===== config.mk =====
export PLATFORM = sky130hd
export DESIGN_NAME = arcade_input_ctrl
export DESIGN_NICKNAME = d
export VERILOG_FILES = /design/src/rtl/arcade_input_ctrl.sv
export SDC_FILE = /design/constraint.sdc
export NUM_CORES = 1
export LEC_CHECK = 0
export BUFFER_PORTS_ARGS = -buffer_cell sky130_fd_sc_hd__buf_2
export CORE_UTILIZATION = 40
export DETAILED_ROUTE_END_ITERATION = 6
export GPL_TIMING_DRIVEN = 1
export PLACE_DENSITY = 0.69
export SETUP_SLACK_MARGIN = 0.05
export SLEW_MARGIN = 20
export SYNTH_ARGS = -nofsm -noshare
export SYNTH_HDL_FRONTEND = slang
export SYNTH_SLANG_ARGS = --single-unit

===== constraint.sdc =====
create_clock -name clk_sys -period 3.1 [get_ports clk_sys]
set_input_delay 0.62 -clock clk_sys [delete_from_list [all_inputs] [get_ports clk_sys]]
set_output_delay 0.62 -clock clk_sys [all_outputs]
set_load 0.05 [all_outputs]

===== src/rtl/arcade_input_ctrl.sv =====
// Input conditioning between hps_io and the game core: PS/2 key state, joystick
// merge with opposing-direction resolution, and a shaped, debounced coin pulse.
module arcade_input_ctrl #(
  parameter int COIN_PULSE_CYC   = 400000,
  parameter int COIN_HOLDOFF_CYC = 4000000,
  parameter bit SOCD_NEUTRAL     = 1'b1
) (
  input  logic        clk_sys,
  input  logic        reset,
  input  logic [10:0] ps2_key,
  input  logic [15:0] joystick_0,
  input  logic [15:0] joystick_1,
  output logic        p1_up,
  output logic        p1_down,
  output logic        p1_left,
  output logic        p1_right,
  output logic        p1_fire,
  output logic        p2_up,
  output logic        p2_down,
  output logic        p2_left,
  output logic        p2_right,
  output logic        p2_fire,
  output logic        start1,
  output logic        start2,
  output logic        coin,
  output logic [7:0]  coin_count
);

  localparam int CNT_MAX = (COIN_PULSE_CYC > COIN_HOLDOFF_CYC) ? COIN_PULSE_CYC : COIN_HOLDOFF_CYC;
  localparam int CNT_W   = (CNT_MAX > 1) ? $clog2(CNT_MAX) : 1;
  localparam logic [CNT_W-1:0] PULSE_LOAD = CNT_W'(COIN_PULSE_CYC - 1);
  localparam logic [CNT_W-1:0] HOLD_LOAD  = CNT_W'(COIN_HOLDOFF_CYC - 1);

  // Keys that share a function are held separately so releasing one keeps the other.
  typedef struct packed {
    logic p1_up, p1_down, p1_left, p1_right, p1_fire_space, p1_fire_ctrl;
    logic start1_f1, start1_one, start2_f2, start2_two, coin_five, coin_six;
    logic p2_up, p2_down, p2_left, p2_right, p2_fire;
  } key_state_t;

  typedef enum logic [1:0] {IDLE, PULSE, HOLD, WAIT_REL} coin_state_t;

  key_state_t  r_keys;
  logic        r_toggle;
  logic [8:0]  w_code;
  logic        w_event;

  assign w_code  = ps2_key[8:0];
  assign w_event = (ps2_key[10] != r_toggle);

  always_ff @(posedge clk_sys) begin
    // NOTE: sequential state uses non-blocking assignments so every register
    // samples pre-edge values regardless of statement order.
    if (reset) begin
      r_keys   <= '0;
      r_toggle <= ps2_key[10];
    end else if (w_event) begin
      r_toggle <= ps2_key[10];
      case (w_code)
        9'h175: r_keys.p1_up         <= ps2_key[9];
        9'h172: r_keys.p1_down       <= ps2_key[9];
        9'h16B: r_keys.p1_left       <= ps2_key[9];
        9'h174: r_keys.p1_right      <= ps2_key[9];
        9'h029: r_keys.p1_fire_space <= ps2_key[9];
        9'h014: r_keys.p1_fire_ctrl  <= ps2_key[9];
        9'h005: r_keys.start1_f1     <= ps2_key[9];
        9'h016: r_keys.start1_one    <= ps2_key[9];
        9'h006: r_keys.start2_f2     <= ps2_key[9];
        9'h01E: r_keys.start2_two    <= ps2_key[9];
        9'h02E: r_keys.coin_five     <= ps2_key[9];
        9'h036: r_keys.coin_six      <= ps2_key[9];
        9'h02D: r_keys.p2_up         <= ps2_key[9];
        9'h02B: r_keys.p2_down       <= ps2_key[9];
        9'h023: r_keys.p2_left       <= ps2_key[9];
        9'h034: r_keys.p2_right      <= ps2_key[9];
        9'h01C: r_keys.p2_fire       <= ps2_key[9];
        default: ;
      endcase
    end
  end

  logic w_p1_u, w_p1_d, w_p1_l, w_p1_r, w_p2_u, w_p2_d, w_p2_l, w_p2_r;
  logic w_p1_ud, w_p1_lr, w_p2_ud, w_p2_lr;

  assign w_p1_u = r_keys.p1_up    | joystick_0[3];
  assign w_p1_d = r_keys.p1_down  | joystick_0[2];
  assign w_p1_l = r_keys.p1_left  | joystick_0[1];
  assign w_p1_r = r_keys.p1_right | joystick_0[0];
  assign w_p2_u = r_keys.p2_up    | joystick_1[3];
  assign w_p2_d = r_keys.p2_down  | joystick_1[2];
  assign w_p2_l = r_keys.p2_left  | joystick_1[1];
  assign w_p2_r = r_keys.p2_right | joystick_1[0];

  assign w_p1_ud = SOCD_NEUTRAL && w_p1_u && w_p1_d;
  assign w_p1_lr = SOCD_NEUTRAL && w_p1_l && w_p1_r;
  assign w_p2_ud = SOCD_NEUTRAL && w_p2_u && w_p2_d;
  assign w_p2_lr = SOCD_NEUTRAL && w_p2_l && w_p2_r;

  logic r_p1_up, r_p1_down, r_p1_left, r_p1_right, r_p1_fire;
  logic r_p2_up, r_p2_down, r_p2_left, r_p2_right, r_p2_fire;
  logic r_start1, r_start2;

  always_ff @(posedge clk_sys) begin
    if (reset) begin
      {r_p1_up, r_p1_down, r_p1_left, r_p1_right, r_p1_fire} <= '0;
      {r_p2_up, r_p2_down, r_p2_left, r_p2_right, r_p2_fire} <= '0;
      {r_start1, r_start2} <= '0;
    end else begin
      r_p1_up    <= w_p1_u & ~w_p1_ud;
      r_p1_down  <= w_p1_d & ~w_p1_ud;
      r_p1_left  <= w_p1_l & ~w_p1_lr;
      r_p1_right <= w_p1_r & ~w_p1_lr;
      r_p1_fire  <= r_keys.p1_fire_space | r_keys.p1_fire_ctrl | joystick_0[4];
      r_p2_up    <= w_p2_u & ~w_p2_ud;
      r_p2_down  <= w_p2_d & ~w_p2_ud;
      r_p2_left  <= w_p2_l & ~w_p2_lr;
      r_p2_right <= w_p2_r & ~w_p2_lr;
      r_p2_fire  <= r_keys.p2_fire | joystick_1[4];
      r_start1   <= r_keys.start1_f1 | r_keys.start1_one | joystick_0[5] | joystick_1[5];
      r_start2   <= r_keys.start2_f2 | r_keys.start2_two | joystick_0[6] | joystick_1[6];
    end
  end

  // Coin shaping: one fixed-width pulse per press, then a dead time, then wait for release.
  coin_state_t      r_state, w_state_nxt;
  logic [CNT_W-1:0] r_cnt, w_cnt_nxt;
  logic [7:0]       r_coin_count, w_coin_count_nxt;
  logic             r_coin, w_coin_nxt, w_coin_raw;

  assign w_coin_raw = r_keys.coin_five | r_keys.coin_six | joystick_0[7] | joystick_1[7];

  always_comb begin
    // NOTE: every combinational output gets a default first so no path
    // through the case leaves a signal unassigned (which would infer a latch).
    w_state_nxt      = r_state;
    w_cnt_nxt        = r_cnt;
    w_coin_count_nxt = r_coin_count;
    case (r_state)
      IDLE: if (w_coin_raw) begin
        w_state_nxt      = PULSE;
        w_cnt_nxt        = PULSE_LOAD;
        w_coin_count_nxt = r_coin_count + 8'd1;
      end
      PULSE: if (r_cnt == '0) begin
        w_state_nxt = HOLD;
        w_cnt_nxt   = HOLD_LOAD;
      end else begin
        w_cnt_nxt = r_cnt - CNT_W'(1);
      end
      HOLD: if (r_cnt == '0) w_state_nxt = WAIT_REL;
            else             w_cnt_nxt   = r_cnt - CNT_W'(1);
      WAIT_REL: if (!w_coin_raw) w_state_nxt = IDLE;
      default: w_state_nxt = IDLE;
    endcase
    w_coin_nxt = (w_state_nxt == PULSE);
  end

  always_ff @(posedge clk_sys) begin
    if (reset) begin
      r_state      <= IDLE;
      r_cnt        <= '0;
      r_coin       <= 1'b0;
      r_coin_count <= '0;
    end else begin
      r_state      <= w_state_nxt;
      r_cnt        <= w_cnt_nxt;
      r_coin       <= w_coin_nxt;
      r_coin_count <= w_coin_count_nxt;
    end
  end

  assign p1_up      = r_p1_up;
  assign p1_down    = r_p1_down;
  assign p1_left    = r_p1_left;
  assign p1_right   = r_p1_right;
  assign p1_fire    = r_p1_fire;
  assign p2_up      = r_p2_up;
  assign p2_down    = r_p2_down;
  assign p2_left    = r_p2_left;
  assign p2_right   = r_p2_right;
  assign p2_fire    = r_p2_fire;
  assign start1     = r_start1;
  assign start2     = r_start2;
  assign coin       = r_coin;
  assign coin_count = r_coin_count;

endmodule


======== Word-level counts from Yosys, hierarchy flattened ========
Cells that the tools add are included.
Widths: inputs -> output; s select.
storage, ports and cells
  flip-flop bits (word level) ............. 63
  input bits .............................. 45
  output and inout port bits .............. 21
operators by class
  add/sub/neg operators ................... 2
  equality and inequality tests ........... 24
  muxes and demuxes ....................... 11
  bitwise gates (word level) .............. 32
  reduce and logical (&&, ||, !) cells .... 27
operators with widths
  operator               count
  $mux 22                3
  $pmux 22 s3            1
  $eq 9x6->1 const B     7
  $eq 9x5->1 const B     4
  $eq 9x9->1 const B     4
  $reduce_and 2->1       18
  $logic_not 22->1       1
  $sub 22x1->22 const B  1
  $or 1x1->1             20
  $eq 9x3->1 const B     2
  $add 8x1->8 const B    1
  $and 1x1->1            8
  $mux 2                 4
  $pmux 2 s4             1
  $eq 2x1->1 const B     2
  $eq 2x2->1 const B     2
  $logic_and 1x1->1      4
  $ne 2x2->1 const B     2
  $not 1->1              4
  $reduce_and 3->1       1
  $reduce_bool 3->1      1
  $logic_not 2->1        1
  $mux 1                 2
  $reduce_bool 2->1      1
  $ne 1x1->1             1

======== Longest topological paths before layout ========
  depth after elaboration ................. 6
  gate-level depth with buffers ........... 9
  gate-level depth less buffers ........... 7

======== Worst setup path after synthesis ========
Ideal clock, no wire load.
  kind .................................... reg2reg
  start point ............................. reg r_cnt[4]
  end point ............................... reg r_cnt[11]
  library setup time ...................... 0.103 ns
  arrival time ............................ 2.150 ns
  slack ................................... 0.847 ns
  stages on the path, launching flop included .. 9
  path buffers ............................ 3
  period minus slack after synthesis ...... 2.253 ns
  path through ............................ dfxtp_1 buf_6 or4_4 buf_6 nor4b_4 a311o_1 buf_4 a21oi_2 a2111oi_2
between the ends
  longest elaborated chain between the ends .. 3
RTL lines
  what                                               line  text
  start: declaration                                 126   logic [CNT_W-1:0] r_cnt, w_cnt_nxt;
  start signal: assignment                           166   r_cnt <= w_cnt_nxt;
  $sub 22x1->22 or $logic_not 22->1 (tied branches)  n/a
  $mux 22 (tied with other cells)                    150   HOLD: if (r_cnt == '0) w_state_nxt = WAIT_REL;
  $pmux 22 s3 or $reduce_and 3->1 (tied branches)    n/a
Parallel ways exist; a longest one is shown, timed or not. The select of a mux whose other input is x is not followed.
A chain may end at the register's enable or synchronous reset.

======== Final worst setup path ========
  start point ............................. reg r_cnt[8]
  end point ............................... reg r_cnt[13]
Same word-level chain as after synthesis.

==> results.toml <==
[global_routing]
grt_pass1_wl_mm = 12.81
grtUsageMet2 = 0.2998
grtUsageTotal = 0.1901
top_usage_layer = "met2"
grt_max_degree = 50
gr-usage-met3 = 0.05887
grt_pass1_vias = 2719
grt_overflow_total = 0
antenna_found_initial = 0
met1_usage = 0.2444

[sta]
slew_headroom = 0.3848
finalSetupViolations = 0
period_share = 0.8594
timing.fmax_mhz = 375.4
setup_tns_ns = 0
fin_skew_ns = 0.009564
final_max_slew_viol_count = 0
rsz0062_at_grt = "false"
hold_viol_final = 0
worstMarginPinSlew_ns = 0.9185
post-route-min-period_ns = 2.664

[power]
cellPowerDensity_mw_per_mm2 = 609.5
swShare = 0.3238
irDropWorstVdd_mv = 0.3703
p_seq_frac = 0.408
p_leak_nw = 1.536
p_comb_frac = 0.245
p_sw_w = 0.0007378
intPower_w = 0.001541
clkPwrFrac = 0.348

[cts]
htreeDepth = 3
cts_root_buffer = "clkbuf_8"
clkTransAtPathRegs_ns = 0.07
cts_hold_buf = 0
cts_setup_buffers = 0
cts.path.max_buffers = 2
cts_tree = "done"
cts-resized-gates = 0
cts_inserted_buffers = 9
clk-insertion-delay-late_ns = 0.34
cts.sink_count = 63

[logic_synthesis]
synth_top_cell_area_share = 0.3817
yosys_warnings = 0
avgSynthCellArea_um2 = 8.513
synthAdderAreaFrac = 0.03463
synth-compound-area-share = 0.1828
yosysUniqueCellTypes = 62
synthesis.area_mm2 = 0.003252
synth-edff-count = 1
syn_inst = 382
synth_xor_area_frac = 0.02155
ys.flop_type = "dfxtp_1"
synth-simple-area-share = 0.2686
synth_mux_area_frac = 0.05233
syn_nets = 436
synth_top_family_by_area = "simple AND/OR/NAND/NOR gates"
yosysTopAreaCell = "dfxtp_1"
netlist_top_cells_area = "dfxtp_1, nor2_1, mux2i_1, a21oi_1, ha_1"
synth.most_common_cell = "dfxtp_1"
netlist_top_cells_count = "dfxtp_1, nor2_1, a21oi_1"
yosysSeqAreaShare = 0.3909
ys_ff_latch = 63
synthArstFlopShare = 0

[final_layout]
area_growth_pct = 14.97
drive_gt1_frac = 0.1887
nFillCells = 786
stdcell_count = 526
layout.nets = 475
antenna_cells = 0

[drt]
drc = 0
drt_wl_total_mm = 7.759
final_antenna_net_count = 0
drtIter0Drc = 272
vias = 3008
viasPerCell = 5.719
wl_per_cell_um = 14.75
drtPass1Iterations = 4

[worst_setup_path]
critPathSlowestCell = "and3_1"
critPathLaunchType = "register"
worst-path-buf-inv = 0
critical_path.top_delay_family = "simple AND/OR/NAND/NOR gates"
required_ns = 3.30
r2r_setup_slack_ns = 0.44
cp-end-kind = "register"
cp_max_fo = 20
crit_chain = "nor4_1, and3_1, a21boi_0, o311ai_2, a21oi_1"
critPathMaxStageDelay_ns = 0.69
criticalPathCategory = "reg -> reg"
arrival_ns = 2.87

[floorplan]
core_mm2 = 0.007807
initial_core_util = 0.4165
io_pins = 66
dieArea_mm2 = 0.008494
rows = 32
die_h_um = 92.17
fp.dieW_um = 92.17

[placement]
dp_cells = 512
port-buffer-count = 49
dpl.hpwl_mm = 5.415
place.gp.congestion = 0.8813

[run]
maxCapViolations = 0

[run_status]
status = "finished clean"

[hold_path]
hp-class = "reg -> reg"
-- final timing paths --
| kind | from | end | depth (start not counted) |
|---|---|---|---|
| worst max-delay path | r_cnt[8] | r_cnt[13] | 5 |
| worst min-delay path | r_keys[4] | p2_down | 1 |
| worst max register to register | r_cnt[8] | r_cnt[13] | 5 |
| worst min register to register | r_keys[4] | p2_down | 1 |
-- cell type report --
cell class	instances	area (um^2)	area share
clock buffer	11	151.4	0.04050
clock inverter	3	66.31	0.01774
inverter	11	41.29	0.01104
multi-input combinational	285	1821	0.4869
sequential	63	1271	0.3400
tap	102	127.6	0.03414
timing repair buffer	51	260.3	0.06961
-- sequential cells by signal (all words and copies together) (netlist names), 2 cells and up --
register / flops
coin_count: 8
r_keys: 17
r_cnt: 22
r_state: 2
-- metrics by stage --
step	setup WS, ns	hold slack (ns)	power, W	area, um^2	utilization
floorplan	0.8465	0.4155	0.001380	3252	-
CTS	0.5649	0.4310	0.002295	3739	0.4788
detailed placement	0.5521	0.4397	0.001491	3521	0.4510
global route	0.3005	0.4332	0.002398	3739	0.4788
global placement	0.5824	0.4305	0.001477	3521	0.4510
finish	0.4359	0.4442	0.002279	3739	0.4788
-- layer usage --
layer,share of wire,routed length [um],up-vias
met5,0,0,-
met4,0.011,89,0
met3,0.056,437,5
met2,0.46,3589,102
met1,0.47,3643,1408
li1,-,-,1493
-- cells in the final DEF, fill, tap and decap left out, drive strengths merged, types with 4 or more instances in the layout --
| master | Yosys | routed |
|---|---|---|
| nand2 | 13 | 13 |
| nand4 | 10 | 10 |
| xor2 | 5 | 5 |
| o21ai | 16 | 16 |
| nor2b | 5 | 5 |
| nand3 | 14 | 14 |
| clkbuf | 14 | 11 |
| buf | 9 | 51 |
| or4 | 7 | 7 |
| dfxtp | 62 | 62 |
| nor2 | 61 | 61 |
| nor3 | 18 | 18 |
| o31ai | 4 | 4 |
| a21oi | 25 | 25 |
| inv | 11 | 12 |
| nor4b | 4 | 4 |
| a31oi | 6 | 6 |
| nor4 | 11 | 11 |
| and2 | 4 | 4 |
| ha | 9 | 9 |
| mux2i | 17 | 17 |
-- power groups by stage --
stage | Combinational (W) | Clock, W | Sequential, W
global route | 0.000606 | 0.000854 | 0.000938
finish | 0.000557 | 0.000792 | 0.000929
detailed placement | 0.000546 | 0 | 0.000945
CTS | 0.000548 | 0.000820 | 0.000928
global placement | 0.000533 | 0 | 0.000944
floorplan | 0.000393 | 0 | 0.000987
-- cell families (layout without fill, tap and decap cells) --
kind of cell,after synthesis,count (layout)
adders and majority gates,9,9
xor gates and xnor gates,8,8
and+or+nand+nor,165,165
DFF,63,63
buffers and inverters,34,76
muxes,17,17
AOI/OAI and AO/OA,86,86
No activity file was read; power rests on OpenSTA's default activity.
